`src/rtl/hams_bram_pkg.sv`:
```
// Shared types and helpers for the hams simple-dual-port BRAM.
// Parity helpers are only used when HAMS_BRAM_PARITY_EN is defined.
package hams_bram_pkg;

  typedef enum logic {ST_CLEAR, ST_READY} bram_state_e;

  localparam logic RDW_OLD = 1'b0;
  localparam logic RDW_NEW = 1'b1;

  // Helpers work on a wide container; callers cast to their own width.
  localparam int unsigned MAX_W     = 1024;
  localparam int unsigned MAX_BYTES = MAX_W / 8;

  function automatic logic [MAX_W-1:0] be_merge(input logic [MAX_W-1:0]     old_w,
                                                input logic [MAX_W-1:0]     new_w,
                                                input logic [MAX_BYTES-1:0] be);
    logic [MAX_W-1:0] merged;
    merged = old_w;
    for (int unsigned b = 0; b < MAX_BYTES; b++) begin
      if (be[b]) merged[8*b +: 8] = new_w[8*b +: 8];
    end
    return merged;
  endfunction

  function automatic logic [MAX_BYTES-1:0] byte_parity(input logic [MAX_W-1:0] word);
    logic [MAX_BYTES-1:0] par;
    par = '0;
    for (int unsigned b = 0; b < MAX_BYTES; b++) begin
      par[b] = ^word[8*b +: 8];
    end
    return par;
  endfunction

endpackage

```
`src/rtl/hams_bram_clr_ctrl.sv`:
```
// Post-reset clear sequencer: walks every address once, then raises init_done.
module hams_bram_clr_ctrl
  import hams_bram_pkg::*;
#(
  parameter int unsigned DATA_DEPTH     = 16,
  parameter logic        CLEAR_ON_RESET = 1'b1,
  parameter int unsigned AW             = 4
) (
  input  logic          clk,
  input  logic          rst_n,
  output logic          clr_we,
  output logic [AW-1:0] clr_addr,
  output logic          init_done
);

  localparam bram_state_e    RST_STATE = CLEAR_ON_RESET ? ST_CLEAR : ST_READY;
  localparam logic [AW-1:0]  LAST_ADDR = AW'(DATA_DEPTH - 1);

  bram_state_e   r_state, w_state_nxt;
  logic [AW-1:0] r_clr_cnt, w_cnt_nxt;
  logic          r_init_done, w_done_nxt;

  always_ff @(posedge clk or negedge rst_n) begin
    if (!rst_n) begin
      r_state     <= RST_STATE;
      r_clr_cnt   <= '0;
      r_init_done <= (RST_STATE == ST_READY);
    end else begin
      r_state     <= w_state_nxt;
      r_clr_cnt   <= w_cnt_nxt;
      r_init_done <= w_done_nxt;
    end
  end

  always_comb begin
    w_state_nxt = r_state;
    w_cnt_nxt   = r_clr_cnt;
    w_done_nxt  = r_init_done;
    case (r_state)
      ST_CLEAR: begin
        if (r_clr_cnt == LAST_ADDR) begin
          w_state_nxt = ST_READY;
          w_done_nxt  = 1'b1;
        end else begin
          w_cnt_nxt = r_clr_cnt + 1'b1;
        end
      end
      ST_READY: w_done_nxt = 1'b1;
      default:  w_state_nxt = RST_STATE;
    endcase
  end

  assign clr_we    = (r_state == ST_CLEAR);
  assign clr_addr  = r_clr_cnt;
  assign init_done = r_init_done;

endmodule

```
`src/rtl/hams_sdpbram.sv`:
```
// Simple-dual-port BRAM with byte enables, RDW policy, read-valid pipeline and clear engine.
// Optional per-byte even parity under HAMS_BRAM_PARITY_EN.
module hams_sdpbram
  import hams_bram_pkg::*;
#(
  parameter int unsigned DATA_DEPTH       = 16,
  parameter int unsigned DATA_WIDTH       = 8,
  parameter logic        OUT_PIPELINE_ENA = 1'b1,
  parameter logic        RDW_MODE         = 1'b0,
  parameter logic        CLEAR_ON_RESET   = 1'b1,
  localparam int unsigned NUM_BYTES = DATA_WIDTH / 8,
  localparam int unsigned AW        = (DATA_DEPTH > 1) ? $clog2(DATA_DEPTH) : 1
) (
  input  logic                  clk,
  input  logic                  rst_n,
  output logic                  init_done,
  input  logic                  wr_en,
  input  logic [NUM_BYTES-1:0]  wr_be,
  input  logic [AW-1:0]         wr_addr,
  input  logic [DATA_WIDTH-1:0] wr_data,
  input  logic                  rd_req,
  input  logic [AW-1:0]         rd_addr,
  output logic                  rd_valid,
  output logic [DATA_WIDTH-1:0] rd_data,
  output logic                  rd_parity_err
);

  localparam logic [AW:0] DEPTH_L = (AW+1)'(DATA_DEPTH);
  localparam logic        FWD_NEW = (RDW_MODE != RDW_OLD);

  logic                  w_clr_we;
  logic [AW-1:0]         w_clr_addr;
  logic                  w_wr_inr, w_rd_inr, w_usr_we, w_we, w_rd_acc, w_rdw_hit, w_rd_perr;
  logic [AW-1:0]         w_waddr;
  logic [DATA_WIDTH-1:0] w_wdata, w_rd_word, w_rd_merged, w_rd_next;
  logic [NUM_BYTES-1:0]  w_wbe;

  logic [DATA_WIDTH-1:0] r_mem [DATA_DEPTH];
  logic                  r_v1, r_e1;
  logic [DATA_WIDTH-1:0] r_d1;

  hams_bram_clr_ctrl #(
    .DATA_DEPTH     (DATA_DEPTH),
    .CLEAR_ON_RESET (CLEAR_ON_RESET),
    .AW             (AW)
  ) u_clr (
    .clk       (clk),
    .rst_n     (rst_n),
    .clr_we    (w_clr_we),
    .clr_addr  (w_clr_addr),
    .init_done (init_done)
  );

  // The clear engine and the user port share the single physical write port.
  assign w_wr_inr = {1'b0, wr_addr} < DEPTH_L;
  assign w_rd_inr = {1'b0, rd_addr} < DEPTH_L;
  assign w_usr_we = wr_en & init_done & w_wr_inr;
  assign w_we     = w_clr_we | w_usr_we;
  assign w_waddr  = w_clr_we ? w_clr_addr : wr_addr;
  assign w_wdata  = w_clr_we ? '0 : wr_data;
  assign w_wbe    = w_clr_we ? '1 : wr_be;

  always_ff @(posedge clk) begin
    if (w_we) begin
      for (int unsigned b = 0; b < NUM_BYTES; b++) begin
        if (w_wbe[b]) r_mem[w_waddr][8*b +: 8] <= w_wdata[8*b +: 8];
      end
    end
  end

  assign w_rd_acc    = rd_req & init_done;
  assign w_rd_word   = w_rd_inr ? r_mem[rd_addr] : '0;
  assign w_rdw_hit   = FWD_NEW & w_usr_we & (wr_addr == rd_addr);
  assign w_rd_merged = DATA_WIDTH'(be_merge(MAX_W'(w_rd_word), MAX_W'(wr_data), MAX_BYTES'(wr_be)));
  assign w_rd_next   = w_rdw_hit ? w_rd_merged : w_rd_word;

`ifdef HAMS_BRAM_PARITY_EN
  logic [NUM_BYTES-1:0] r_par [DATA_DEPTH];
  logic [NUM_BYTES-1:0] w_wpar;

  assign w_wpar = NUM_BYTES'(byte_parity(MAX_W'(w_wdata)));

  always_ff @(posedge clk) begin
    if (w_we) begin
      for (int unsigned b = 0; b < NUM_BYTES; b++) begin
        if (w_wbe[b]) r_par[w_waddr][b] <= w_wpar[b];
      end
    end
  end

  // Forwarded words carry fresh parity, so they can never flag an error.
  assign w_rd_perr = ~w_rdw_hit & w_rd_inr &
                     (NUM_BYTES'(byte_parity(MAX_W'(w_rd_word))) != r_par[rd_addr]);
`else
  assign w_rd_perr = 1'b0;
`endif

  always_ff @(posedge clk or negedge rst_n) begin
    if (!rst_n) begin
      r_v1 <= 1'b0;
      r_d1 <= '0;
      r_e1 <= 1'b0;
    end else begin
      r_v1 <= w_rd_acc;
      r_e1 <= w_rd_acc & w_rd_perr;
      if (w_rd_acc) r_d1 <= w_rd_next;
    end
  end

  if (OUT_PIPELINE_ENA) begin : g_pipe
    logic                  r_v2, r_e2;
    logic [DATA_WIDTH-1:0] r_d2;

    always_ff @(posedge clk or negedge rst_n) begin
      if (!rst_n) begin
        r_v2 <= 1'b0;
        r_d2 <= '0;
        r_e2 <= 1'b0;
      end else begin
        r_v2 <= r_v1;
        r_e2 <= r_e1;
        if (r_v1) r_d2 <= r_d1;
      end
    end

    assign rd_valid      = r_v2;
    assign rd_data       = r_d2;
    assign rd_parity_err = r_e2;
  end else begin : g_nopipe
    assign rd_valid      = r_v1;
    assign rd_data       = r_d1;
    assign rd_parity_err = r_e1;
  end

endmodule

```
`config.mk`:
```
export PLATFORM = sky130hd
export DESIGN_NAME = hams_sdpbram
export DESIGN_NICKNAME = d
export VERILOG_FILES = /design/src/rtl/hams_bram_pkg.sv /design/src/rtl/hams_bram_clr_ctrl.sv /design/src/rtl/hams_sdpbram.sv
export SDC_FILE = /design/constraint.sdc
export NUM_CORES = 1
export LEC_CHECK = 0
export ABC_AREA = 0
export CORE_ASPECT_RATIO = 0.9
export CORE_MARGIN = 2
export CORE_UTILIZATION = 40
export CTS_BUF_LIST = sky130_fd_sc_hd__clkbuf_16
export DETAILED_ROUTE_END_ITERATION = 6
export SETUP_SLACK_MARGIN = 0.02
export SLEW_MARGIN = 20
export SYNTH_ARGS = -nofsm -noshare
export SYNTH_HDL_FRONTEND = slang
export SYNTH_SLANG_ARGS = --single-unit
```
`constraint.sdc`:
```
create_clock -name clk -period 3 [get_ports clk]
set_clock_uncertainty 0.2 [all_clocks]
set_input_delay 0.6 -clock clk [delete_from_list [all_inputs] [get_ports clk]]
set_output_delay 0.6 -clock clk [all_outputs]
set_load 0.05 [all_outputs]
```
==> results by group, run 1 <==
Floorplan
  – Core area: between 0.01 and 0.015 mm²
  – Die area: 0.0162 mm²
  – # IOs: 32
  – Site row count: 42
  – Initial Util: between 40% and 50%
  – Die Height: between 100 and 150 µm
  – Die width: roughly 130 µm

Route
  – Routed Antenna Nets: 0
  – Wire per inst: roughly 20 µm
  – WL final: 12,700 µm
  – Ratio of routed vias to standard cells: about 5.2
  – Detailed-route DRC error count: 0
  – Initial DRC Count: 252
  – Drt first pass iters: 4
  – Vias: 3,374

Finish
  – Commonest non-fill, non-tap cell in the layout: edfxtp_1
  – Layout cells sized above 1: a little over an eighth
  – # diodes: 0
  – FF+latch area: 0.00444 mm²
  – Synthesis-to-layout area growth: 18.5%
  – # fillers: 1,265
  – Fin area: 0.00721 mm²
  – Util after Layout: approximately 49%
  – Commonest non-fill, non-tap cells in the layout: edfxtp_1 (128), mux2i_1 (65), nand2_1 (34)
  – Layout Nets: between 400 and 500
  – Multi-input logic area: ~0.0015 mm²

Yosys
  – Mean Syn Cell Area: around 16 µm²
  – Yosys cell types: 31
  – Syn Inst Count: approximately 390
  – Syn nets: roughly 410
  – EDFF count, synth: between 100 and 150
  – Number of synthesized register bits: about 150
  – Seq/Total Area, Yosys: approximately three quarters
  – Yosys warnings: 0
  – Cell Area, Synth: about 0.0061 mm²
  – Asr flop ratio synth: 15.8%
  – Top FF cell, synth: edfxtp_1

Pwr
  – P_leak: between 2 and 3 nW
  – Total power: roughly 4.7 mW
  – Max IR drop VDD: about 0.00044 V
  – Pwr Density: 648 mW/mm²

Run
  – Max_cap viols: 0

STA
  – Fin crit period: 2.45 ns
  – Pins Over Slew Limit: 0
  – Fin crit share: 81.7%
  – Worst slew pin tran: 0.764 ns
  – Final hold vios: 0
  – TNS Setup: 0 ns
  – Slew HR: between 40% and 50%
  – Unrepaired setup endpoints after global routing: false
  – Max frequency: ~410 MHz
  – Count of final setup violators: 0

Clock tree
  – Hold Buf Count CTS: 0
  – CTS buffer count: 17
  – Post-CTS Resized: 0
  – Worst skew pair latency: between 0.4 and 0.5 ns
  – H-tree Lvls: 4
  – Root buffer cell: clkbuf_16
  – Post-CTS repair timing setup buffer count: 0
  – CTS sink count: around 150
  – TritonCTS clock tree: built
  – CTS Buffer Depth: 2
  – Clock-pin slew on the worst setup and hold paths: roughly 0.060 ns

Status
  – Result of the run: finished clean

Critical path
  – Startpoint types: flop
  – Cell Chain, Critical Path: clkdlybuf4s50_1
  – Max incr delay on CP: 0.83 ns
  – Critical path depth: 1
  – CP required: 2.20 ns
  – R2R Setup Slk: roughly 0.68 ns
  – Critical Path End: init_done
  – Worst-path fanout max: 5
  – Crit. Startpoint: u_clr.init_done$_DFFE_PN0P_
  – CP arrival: about 1.7 ns
  – R2R cell count: 4
  – Critical Path Slowest Stage Cell: clkdlybuf4s50_1
  – Buf/Inv on CP: 1
  – R2r startpoint: u_clr.r_state$_DFF_PN0_
  – Worst setup EP type: primary output
  – CP Class: reg -> out
  – CP top delay family: buffers and inverters
  – RR Endpoint: r_mem[11][6]$_DFFE_PP_

Global route
  – All-layer global routing usage: approximately 17%
  – Pin count of the biggest net entering global routing: 34
  – Initial antenna violation count: 1
  – Vias in the first global route: roughly 3,400
  – Gr ovfl total: 0
  – First-pass GRT wire length: 19,500 µm

Placement
  – Gpl congestion: ~0.8
  – Port Buffer Count: 30
  – Placed Area: roughly 0.0067 mm²
  – Detail Placement HPWL: 8180 µm

Hold path
  – Min-delay worst type: reg -> reg
[flip-flops by register name (all words and copies together) (netlist names)]
name             flops
u_clr.clr_addr       4
rd_valid             1
r_v1                 1
u_clr.r_state        1
u_clr.init_done      1
rd_data              8
r_d1                 8
r_mem              128
[cell usage after synthesis (all sizes together), types with 2 or more instances]
master / n / share of area [%]
a21oi: 11 / 0.90
a22oi: 18 / 2.2
a31oi: 4 / 0.41
and2: 9 / 0.93
buf: 15 / 2.1
clkbuf: 3 / 0.19
dfrtp: 24 / 9.9
edfxtp: 128 / 63
inv: 4 / 0.25
mux2: 10 / 1.9
mux2i: 65 / 11
nand2: 34 / 2.1
nand2b: 2 / 0.21
nand3: 20 / 1.6
nand4: 7 / 0.72
nor2: 20 / 1.3
nor2b: 3 / 0.31
nor3: 2 / 0.16
[routing by layer]
| metal | global-route usage, % | part of all wire [%] | up-vias |
|---|---|---|---|
| met3 | 3.93 | 3.7 | 19 |
| met4 | 6.32 | 1.5 | 0 |
| li1 | - | - | 1565 |
| met1 | 21.6 | 45 | 1725 |
| met2 | 27.4 | 50 | 65 |
| met5 | 0 | 0 | - |
[worst min-delay path by stage]
stage                   startpoint             endpoint  depth (start not counted)
5_1_grt        r_d1[7]$_DFFE_PN0P_  r_d1[7]$_DFFE_PN0P_                          2
4_1_cts        r_d1[6]$_DFFE_PN0P_  r_d1[6]$_DFFE_PN0P_                          2
2_1_floorplan                rst_n  r_d1[0]$_DFFE_PN0P_                          0
6_report       r_d1[7]$_DFFE_PN0P_  r_d1[7]$_DFFE_PN0P_                          2
3_3_place_gp   r_d1[3]$_DFFE_PN0P_  r_d1[3]$_DFFE_PN0P_                          2
3_5_place_dp   r_d1[6]$_DFFE_PN0P_  r_d1[6]$_DFFE_PN0P_                          2
[stage by stage]
step           hold slack [ns]  worst slack, ns  cells
2_1_floorplan            0.104            0.921    387
6_report                 0.275            0.549    649
3_3_place_gp             0.264            0.336    617
5_1_grt                  0.314            0.420    649
3_5_place_dp             0.271            0.244    617
4_1_cts                  0.282            0.518    649
[kinds of logic (layout without fill, tap and decap cells)]
group                    count (synthesis)  count (layout)  share of synthesized area, %
flip-flops                             152             152                          73.0
AND/OR/NAND/NOR                         99              99                          7.57
AO/OA/AOI/OAI                           35              35                          3.78
XOR/XNOR                                 2               2                         0.288
other                                    1               1                        0.0616
multiplexers                            75              75                          12.5
buffers and inverters                   22              86                          2.51
adder cells (fa/ha/maj)                  1               1                         0.206
[area by class of cell]
class | count | share of cell area (%)
Clock buffer | 20 | 6.94
Clock inverter | 12 | 0.763
Inverter | 4 | 0.208
Multi-Input combinational cell | 213 | 20.6
Sequential cell | 152 | 61.6
Tap cell | 198 | 3.44
Timing Repair Buffer | 50 | 6.39
[power by group]
group          leakage (nW)  switching, mW  internal (mW)  total, mW
combinational         0.919          0.228          0.133      0.361
sequential             1.42         0.0204           2.33       2.35
clock                 0.298          0.777           1.18       1.96
total                  2.64           1.03           3.65       4.67
Power figures use the tool's default switching activity.
==> inputs of run 2 (changes only) <==
==> constraint.sdc (replaced) <==
create_clock -name clk -period 2.1 [get_ports clk]
set_clock_uncertainty 0.2 [all_clocks]
set_input_delay 0.42 -clock clk [delete_from_list [all_inputs] [get_ports clk]]
set_output_delay 0.42 -clock clk [all_outputs]
set_load 0.05 [all_outputs]
==> run 2 against run 1 <==
Effect of this change: final area up 2.1%; largest power group unchanged; sequential share of layout area down 1.3 points; critical endpoint is now r_mem[6][0]$_DFFE_PP_; sequential cell count unchanged; routed wire length up 1.3%; non-clock buffer count up 14; hold slack worse by 0.13 ns; global-route usage up 0.47 points; worst setup slack worse by 0.44 ns.
==> results by group, run 2 (synthesis gave the netlist of run 1 again) <==
STA
  – Setup ws final: 0.110 ns (-0.439 ns)
  – Count of final setup violators: 0 (unchanged)
  – Slew HR: 45.8% (-3.3 points)
  – Unrepaired setup endpoints after global routing: false
  – Fin crit share: 94.8%
  – Pins Over Slew Limit: 0 (unchanged)
  – Fin crit period: ~2 ns
  – Worst slew pin tran: 0.814 ns (+0.0499 ns)
  – TNS Setup: 0 ns (unchanged)
  – Final hold vios: 0 (unchanged)
  – Max frequency: between 500 and 600 MHz
  – Hold slack: 0.146 ns (-0.129 ns)

Finish
  – Commonest non-fill, non-tap cells in the layout: edfxtp_1 (128), mux2i_1 (65), buf_4 (39)
  – Fin area: 0.00736 mm² (+2.1%)
  – Commonest non-fill, non-tap cell in the layout: edfxtp_1
  – Max reg flops: 128 (unchanged)
  – Final cell count without fillers: 663 (+2.2%)
  – Layout cells sized above 1: 18.7% (+5.6 points)
  – Util after Layout: 49.9% (+1.0 points)
  – Layout Nets: 474 (+3.0%)
  – # diodes: 0 (unchanged)
  – Synthesis-to-layout area growth: 21.0%
  – Largest Register: r_mem

Critical path
  – Max incr delay on CP: 0.50 ns (-0.33 ns)
  – CP Class: reg -> reg
  – Worst-path fanout max: 8 (+3)
  – Startpoint types: flop
  – CP arrival: 1.97 ns (+0.32 ns)
  – Cell Chain, Critical Path: buf_4 > nor3b_1 > a31oi_1 > nor2_1 > buf_4
  – Crit path top cell by count: buf_4
  – CP top delay family: flip-flops
  – CP required: 2.08 ns (-0.12 ns)
  – Worst setup EP type: flop
  – Critical Path Slowest Stage Cell: dfrtp_1
  – Buf/Inv on CP: 2 (+1)

Floorplan
  – Initial Util: 41.2% (unchanged)
  – # IOs: 32 (unchanged)
  – Die Height: 121 µm (unchanged)
  – Site row count: 42 (unchanged)
  – Die width: 134 µm (unchanged)
  – Die area: 0.0162 mm² (unchanged)
  – Core area: 0.0148 mm² (unchanged)

Placement
  – Pre-CTS setup slack: -0.223 ns (-0.466 ns)
  – Gpl congestion: 0.777 (-4.4%)
  – Port Buffer Count: 30 (unchanged)
  – Placed Area: 0.00679 mm² (+2.0%)
  – Placed Instances: 631 (+2.3%)
  – Detail Placement HPWL: 8580 µm (+4.9%)

Route
  – Initial DRC Count: 307 (+22%)
  – Ratio of routed vias to standard cells: 5.16 (-0.81%)
  – WL final: 12,800 µm (+1.3%)
  – Wire per inst: 19.4 µm (-0.83%)
  – Detailed-route DRC error count: 0 (unchanged)
  – Drt first pass iters: 4 (unchanged)
  – Routed Antenna Nets: 0 (unchanged)
  – Vias: 3,419 (+1.3%)

Clock tree
  – Clock-pin slew on the worst setup and hold paths: 0.06 ns (about the same)
  – Root buffer cell: clkbuf_16
  – CTS buffer count: 17 (unchanged)
  – Worst skew pair latency: 0.42 ns (about the same)
  – H-tree Lvls: 4 (unchanged)
  – TritonCTS clock tree: built
  – Post-CTS repair timing setup buffer count: 0 (unchanged)
  – CTS Buffer Depth: 2 (unchanged)
  – Hold Buf Count CTS: 0 (unchanged)
  – CTS sink count: 152 (unchanged)

Pwr
  – Sw Pwr: 1.51 mW (+47%)
  – Sequential Power Share: 49.9% (-0.5 points)
  – Total power: 6.74 mW (+44%)
  – Gate power share: 7.9% (+0.2 points)
  – Max IR drop VDD: 0.000624 V (+42%)
  – P_leak: 2.73 nW (+3.4%)
  – Pint: 5.23 mW (+44%)
  – Net Sw Frac: 22.3% (+0.40 points)
  – Clock Power Share: 42.2% (+0.3 points)
  – Pwr Density: 915 mW/mm² (+41%)

Global route
  – Pin count of the biggest net entering global routing: 47 (+38%)
  – Gr ovfl total: 0 (unchanged)
  – All-layer global routing usage: 17.1% (+0.47 points)
  – First-pass GRT wire length: 19,900 µm (+2.1%)
  – Initial antenna violation count: 0 (-1)
  – Vias in the first global route: 3,466 (+0.70%)

Status
  – Result of the run: finished clean

Hold path
  – Min-delay worst type: in -> async

Run
  – Max_cap viols: 0 (unchanged)
## run 2: cell types whose count changed in the layout (fill, tap and decap cells not counted), sizes merged
cell | before | now
buf | 21 | 44
clkinvlp | 0 | 1
clkdlybuf4s50 | 29 | 19
clkinv | 4 | 9
dlygate4sd2 | 0 | 1
inv | 12 | 6
## run 2: power groups by stage
stage | Sequential [mW] | Clock (mW) | Combinational (mW)
after floorplan | 3.52 | 0 | 0.226
after global placement | 3.42 | 0 | 0.526
after detailed placement | 3.43 | 0 | 0.533
after CTS | 3.37 | 2.89 | 0.533
after global routing | 3.37 | 3.01 | 0.564
final | 3.36 | 2.85 | 0.529
## run 2: layout make-up
class | count | area [µm²]
fillers | 1212 | 7400
flip-flops and latches | 152 | 4440
multi-input cells | 213 | 1490
repair buffers | 64 | 592
clock buffers | 20 | 500
well taps | 198 | 248
clock inverters | 12 | 68.8
inverters | 4 | 15.0
## run 2: worst register-to-register path: stages, from the launching register on
cell and delay [ns]:
dfrtp_1 0.50, buf_4 0.21, nor3b_1 0.06, a31oi_1 0.45
nor2_1 0.13, buf_4 0.20
## run 2: worst paths after layout
check,startpoint,endpoint,slack (ns),cells past startpoint
min in group clk,r_d1[3]$_DFFE_PN0P_,r_d1[3]$_DFFE_PN0P_,0.28,2
max,u_clr.r_state$_DFF_PN0_,r_mem[6][0]$_DFFE_PP_,0.11,5
min reg2reg,r_d1[3]$_DFFE_PN0P_,r_d1[3]$_DFFE_PN0P_,0.28,2
max in group asynchronous,rst_n,r_d1[0]$_DFFE_PN0P_,1.32,2
max reg2reg,u_clr.r_state$_DFF_PN0_,r_mem[6][0]$_DFFE_PP_,0.11,5
min,rst_n,r_v1$_DFF_PN0_,0.15,2
## run 2: repair_timing
| action | 4_1_cts | 5_1_grt |
|---|---|---|
| setup endpoints to repair | 1 | 32 |
| gates cloned | 0 | 0 |
| resized for setup | 1 | 1 |
## run 2: routing by layer
layer | vias to the layer above | share of wire (%) | track usage [%]
met1 | 1702 | 45 | 22.7
met2 | 101 | 48 | 26.8
met5 | - | 0 | 0
li1 | 1591 | - | -
met3 | 25 | 5.1 | 4.39
met4 | 0 | 2.5 | 7.65
==> RTL edit 1 (flow settings as in run 1) <==
Register the inputs `wr_en`, `wr_be`, `wr_addr`, `wr_data` and `rd_req` before use, without a reset. The logic sees them one clock later. The other inputs are not delayed to match.
--- a/src/rtl/hams_sdpbram.sv
+++ b/src/rtl/hams_sdpbram.sv
@@ -30,2 +30,16 @@
 
+  logic wr_en_q;
+  logic [NUM_BYTES-1:0] wr_be_q;
+  logic [AW-1:0] wr_addr_q;
+  logic [DATA_WIDTH-1:0] wr_data_q;
+  logic rd_req_q;
+
+  always_ff @(posedge clk) begin
+    wr_en_q   <= wr_en;
+    wr_be_q   <= wr_be;
+    wr_addr_q <= wr_addr;
+    wr_data_q <= wr_data;
+    rd_req_q  <= rd_req;
+  end
+
   logic                  w_clr_we;
@@ -54,9 +68,9 @@
   // The clear engine and the user port share the single physical write port.
-  assign w_wr_inr = {1'b0, wr_addr} < DEPTH_L;
+  assign w_wr_inr = {1'b0, wr_addr_q} < DEPTH_L;
   assign w_rd_inr = {1'b0, rd_addr} < DEPTH_L;
-  assign w_usr_we = wr_en & init_done & w_wr_inr;
+  assign w_usr_we = wr_en_q & init_done & w_wr_inr;
   assign w_we     = w_clr_we | w_usr_we;
-  assign w_waddr  = w_clr_we ? w_clr_addr : wr_addr;
-  assign w_wdata  = w_clr_we ? '0 : wr_data;
-  assign w_wbe    = w_clr_we ? '1 : wr_be;
+  assign w_waddr  = w_clr_we ? w_clr_addr : wr_addr_q;
+  assign w_wdata  = w_clr_we ? '0 : wr_data_q;
+  assign w_wbe    = w_clr_we ? '1 : wr_be_q;
 
@@ -70,6 +84,6 @@
 
-  assign w_rd_acc    = rd_req & init_done;
+  assign w_rd_acc    = rd_req_q & init_done;
   assign w_rd_word   = w_rd_inr ? r_mem[rd_addr] : '0;
-  assign w_rdw_hit   = FWD_NEW & w_usr_we & (wr_addr == rd_addr);
-  assign w_rd_merged = DATA_WIDTH'(be_merge(MAX_W'(w_rd_word), MAX_W'(wr_data), MAX_BYTES'(wr_be)));
+  assign w_rdw_hit   = FWD_NEW & w_usr_we & (wr_addr_q == rd_addr);
+  assign w_rd_merged = DATA_WIDTH'(be_merge(MAX_W'(w_rd_word), MAX_W'(wr_data_q), MAX_BYTES'(wr_be_q)));
   assign w_rd_next   = w_rdw_hit ? w_rd_merged : w_rd_word;
Check against the original RTL: no difference found for any inputs over 10 cycles, from zero or initial values and one cycle with rst_n low; that may be too few to reach the edited logic, so the function may still have changed.
==> RTL edit 1 against run 1 <==
- wire length rose by 2.7%
- highest routed layer unchanged
- count of clock-buffer cells in the layout fell by 3
- final area is 2.8% higher
- sequential cell count rose by 15
- worst setup slack lost 0.0038 ns
- synthesized area up 4.9%
- total power up 2.0%
- critical path type unchanged
==> RTL edit 1: results (changes against run 1) <==
[critical_path]
worstPathArrival_ns=1.65  ; about the same
slowest_delay_ns=0.82
cp_top_family=buffers and inverters  ; unchanged
crit_slowest_cell=clkdlybuf4s50_1  ; unchanged

[place]
place_area_sq_um=6920  ; was 6660 sq um
place_ws_ns=0.523  ; was 0.244 ns
port_buffers=30  ; unchanged
post-dp-hpwl_um=8560  ; was 8180 um
gp_congestion=0.902  ; was 0.812

[routing]
drtPass1Iterations=5  ; was 4
via_per_inst=5.19  ; was 5.20
wl_um=13000  ; was 12700 um
dr.first_iter.drc_count=248  ; was 252

[yosys]
yosysSeqAreaShare_pct=74.3  ; was 73.0%
synthArstFlopShare_pct=14.4  ; was 15.8%
synth_area_leaders=edfxtp_1 (60%), mux2i_1 (10%), dfrtp_1 (9.4%)  ; was edfxtp_1 (63%), mux2i_1 (11%), dfrtp_1 (9.9%)
synth_cell_types=32  ; was 31
synth_nets=424  ; was 409

[cts]
numCtsBuffers=17  ; unchanged
post_cts_resized=0  ; unchanged

[outcome]
outcome=completed  ; unchanged

[timing]
worst_pin_slew_ns=0.767  ; was 0.764 ns

[cells_and_area]
drive_gt1_share_pct=11.3  ; was 13.1%
nets=469  ; was 460

[global_route]
antenna_found_initial=0  ; was 1
grt_pass1_wl_um=19500  ; about the same
grt_pass1_vias=3441  ; was 3442
grt_use_total_pct=16.5  ; was 16.7%

[power]
ir_drop_v=0.000409  ; was 0.000439 V
p_leak_nw=2.70  ; was 2.64 nW
p_sw_mw=1.07  ; was 1.03 mW

[worst_hold_path]
min_path_type=flop to flop  ; unchanged

[RTL edit 1: cell types whose count changed after synthesis, sizes merged]
cell   delta
dfxtp    +15
[RTL edit 1: path summary, 6_finish.rpt]
path	start	to	slack [ns]	cells after the start
max in group asynchronous	rst_n	r_v1	2.01	2
min in group asynchronous	rst_n	rd_data[7]	0.34	2
worst min register to register	r_d1[0]	r_d1[0]	0.31	2
worst max-delay path	u_clr.init_done	init_done	0.55	1
worst max register to register	u_clr.r_state	r_mem[6][0]	0.65	4
worst min-delay path	r_d1[0]	r_d1[0]	0.31	2
[RTL edit 1: layout make-up]
type	count	area [sq um]
multi-input combinational	213	1490
tap	202	253
inverter	4	15.0
clock inverter	15	71.3
fill	1307	8080
clock buffer	17	425
sequential	167	4740
timing repair buffer	44	415
[RTL edit 1: power groups by stage]
stage	Combinational (mW)	Sequential, mW	Clock, mW
2_1_floorplan	0.158	2.68	0
3_3_place_gp	0.353	2.62	0
3_5_place_dp	0.357	2.62	0
4_1_cts	0.358	2.57	1.88
5_1_grt	0.380	2.58	1.96
6_report	0.354	2.57	1.84
[RTL edit 1: cell families after synthesis]
| kind of cell | Yosys count | share of synthesized area [%] |
|---|---|---|
| flip-flops | 167 | 74.3 |
| XOR/XNOR | 2 | 0.274 |
| multiplexers | 75 | 12.0 |
| AO/OA/AOI/OAI | 35 | 3.61 |
| buffers and inverters | 22 | 2.39 |
| AND/OR/NAND/NOR | 99 | 7.21 |
| other | 1 | 0.0587 |
| adder cells (fa/ha/maj) | 1 | 0.196 |
[RTL edit 1: through the flow]
stage	util (%)	power, mW	std cells
after floorplan	-	2.84	402
after global placement	44.6	2.97	630
after detailed placement	44.6	2.98	630
after CTS	47.8	4.81	662
after global routing	47.8	4.92	662
final	47.8	4.77	662
[RTL edit 1: routing by layer]
metal / track usage, % / wire length (um) / vias to the layer above
met2: 26.1 / 6200 / 83
met1: 21.9 / 5910 / 1729
li1: - / - / 1601
met4: 6.70 / 288 / 0
met5: 0 / 0 / -
met3: 4.35 / 620 / 20
==> RTL edit 2 (settings of run 1) <==
Without the edit above. `DATA_WIDTH`: 8 -> 10.
--- a/src/rtl/hams_sdpbram.sv
+++ b/src/rtl/hams_sdpbram.sv
@@ -6,3 +6,3 @@
   parameter int unsigned DATA_DEPTH       = 16,
-  parameter int unsigned DATA_WIDTH       = 8,
+  parameter int unsigned DATA_WIDTH       = 10,
   parameter logic        OUT_PIPELINE_ENA = 1'b1,
Interface: changed (resized rd_data and wr_data); port bits go from 32 to 36. The function was not compared with the original's and may differ.
==> RTL edit 2 against run 1 <==
- sequential share of layout area shrank 0.30 points
- sequential cell count is the same
- final cell count grew 0.15%
- sequential power is essentially flat
- wire length shrank 3.5%
- via count shrank 0.71%
- worst setup slack gained 0.020 ns
- synthesized area grew 0.25%
- total power grew 3.1%
- die area grew 0.24%
- final area grew 0.49%
- first-iteration DRC count grew 12%
- critical path type unchanged
- critical endpoint unchanged
- largest cell class unchanged
- highest routed layer unchanged
==> RTL edit 2: results (changes against run 1) <==
[outcome]
outcome=completed  ; unchanged

[yosys]
yosysSeqAreaShare_pct=72.9  ; was 73.0%
synth_area_leaders=edfxtp_1 (63%), mux2i_1 (11%), dfrtp_1 (9.8%)  ; was edfxtp_1 (63%), mux2i_1 (11%), dfrtp_1 (9.9%)
synth_top_area_share_pct=63.0  ; was 63.2%

[global_route]
grt_pass1_wl_um=18600  ; was 19500 um
use_met3_pct=4.39  ; was 3.93%
grtUsageMet1_pct=20.9  ; was 21.6%
antenna_found_initial=0  ; was 1
grt_max_degree=35  ; was 34
grt_use_total_pct=15.9  ; was 16.7%
grt_pass1_vias=3325  ; was 3442
grtUsageMet2_pct=26.1  ; was 27.4%

[cells_and_area]
drive_gt1_share_pct=13.7  ; was 13.1%
nets=463  ; was 460

[place]
gp_congestion=0.842  ; was 0.812
post-dp-hpwl_um=8080  ; was 8180 um

[critical_path]
worstPathArrival_ns=1.63  ; was 1.65 ns
reg2reg_slack_ns=0.58  ; was 0.68 ns
cp_top_family=buffers and inverters  ; unchanged

[power]
p_leak_nw=2.62  ; was 2.64 nW
ir_drop_v=0.000443  ; was 0.000439 V

[routing]
dr.first_iter.drc_count=281  ; was 252
drtPass1Iterations=4  ; unchanged
avgRoutedWirePerCell_um=18.8  ; was 19.5 um
vias=3350  ; was 3374

[timing]
worst_hold_slack_ns=0.283  ; was 0.275 ns
worst_pin_slew_ns=0.784  ; was 0.764 ns

[floorplanning]
coreArea_sq_um=14800  ; about the same

-- RTL edit 2: cell count changes after synthesis --
cell,delta
buf_4,+2
-- RTL edit 2: power breakdown --
group	total (mW)	switching, mW	leakage (nW)	internal [mW]
Combinational	0.363	0.230	0.920	0.133
Clock	2.10	0.863	0.279	1.24
Sequential	2.35	0.0207	1.42	2.33
Total	4.82	1.11	2.62	3.71
-- RTL edit 2: per-layer routing --
layer	up-vias	wire [um]	part of all wire, %
met3	13	696	5.7
li1	1566	-	-
met5	-	0	0
met2	85	6090	50
met4	0	153	1.3
met1	1686	5300	43
-- RTL edit 2: per-stage QoR --
step                worst slack, ns  cells
finish                        0.569    650
CTS                           0.543    650
global route                  0.363    650
global placement              0.256    618
floorplan                     0.921    391
detailed placement            0.247    618
-- RTL edit 2: path summary, 6_finish.rpt --
kind                       depth (start not counted)           endpoint            start
hold / removal                                     2            r_d1[5]          r_d1[5]
hold reg to reg                                    2            r_d1[5]          r_d1[5]
max in group asynchronous                          2  u_clr.clr_addr[2]            rst_n
min in group asynchronous                          2           rd_valid            rst_n
setup / recovery                                   1          init_done  u_clr.init_done
setup reg to reg                                   4        r_mem[7][2]    u_clr.r_state
-- RTL edit 2: cells by family after synthesis --
group,share of synthesized area (%)
fa+ha+maj,0.205
buf+inv,2.75
xor+xnor,0.287
flops,72.9
mux,12.5
simple gates,7.55
compound gates,3.77
other cells,0.0615
-- RTL edit 2: layout make-up --
| class | count | area (sq um) |
|---|---|---|
| clock buffer | 17 | 425 |
| timing repair buffer | 49 | 453 |
| tap | 198 | 248 |
| sequential | 152 | 4440 |
| clock inverter | 15 | 165 |
| fill | 1251 | 7570 |
| multi-input combinational | 215 | 1500 |
| inverter | 4 | 15.0 |
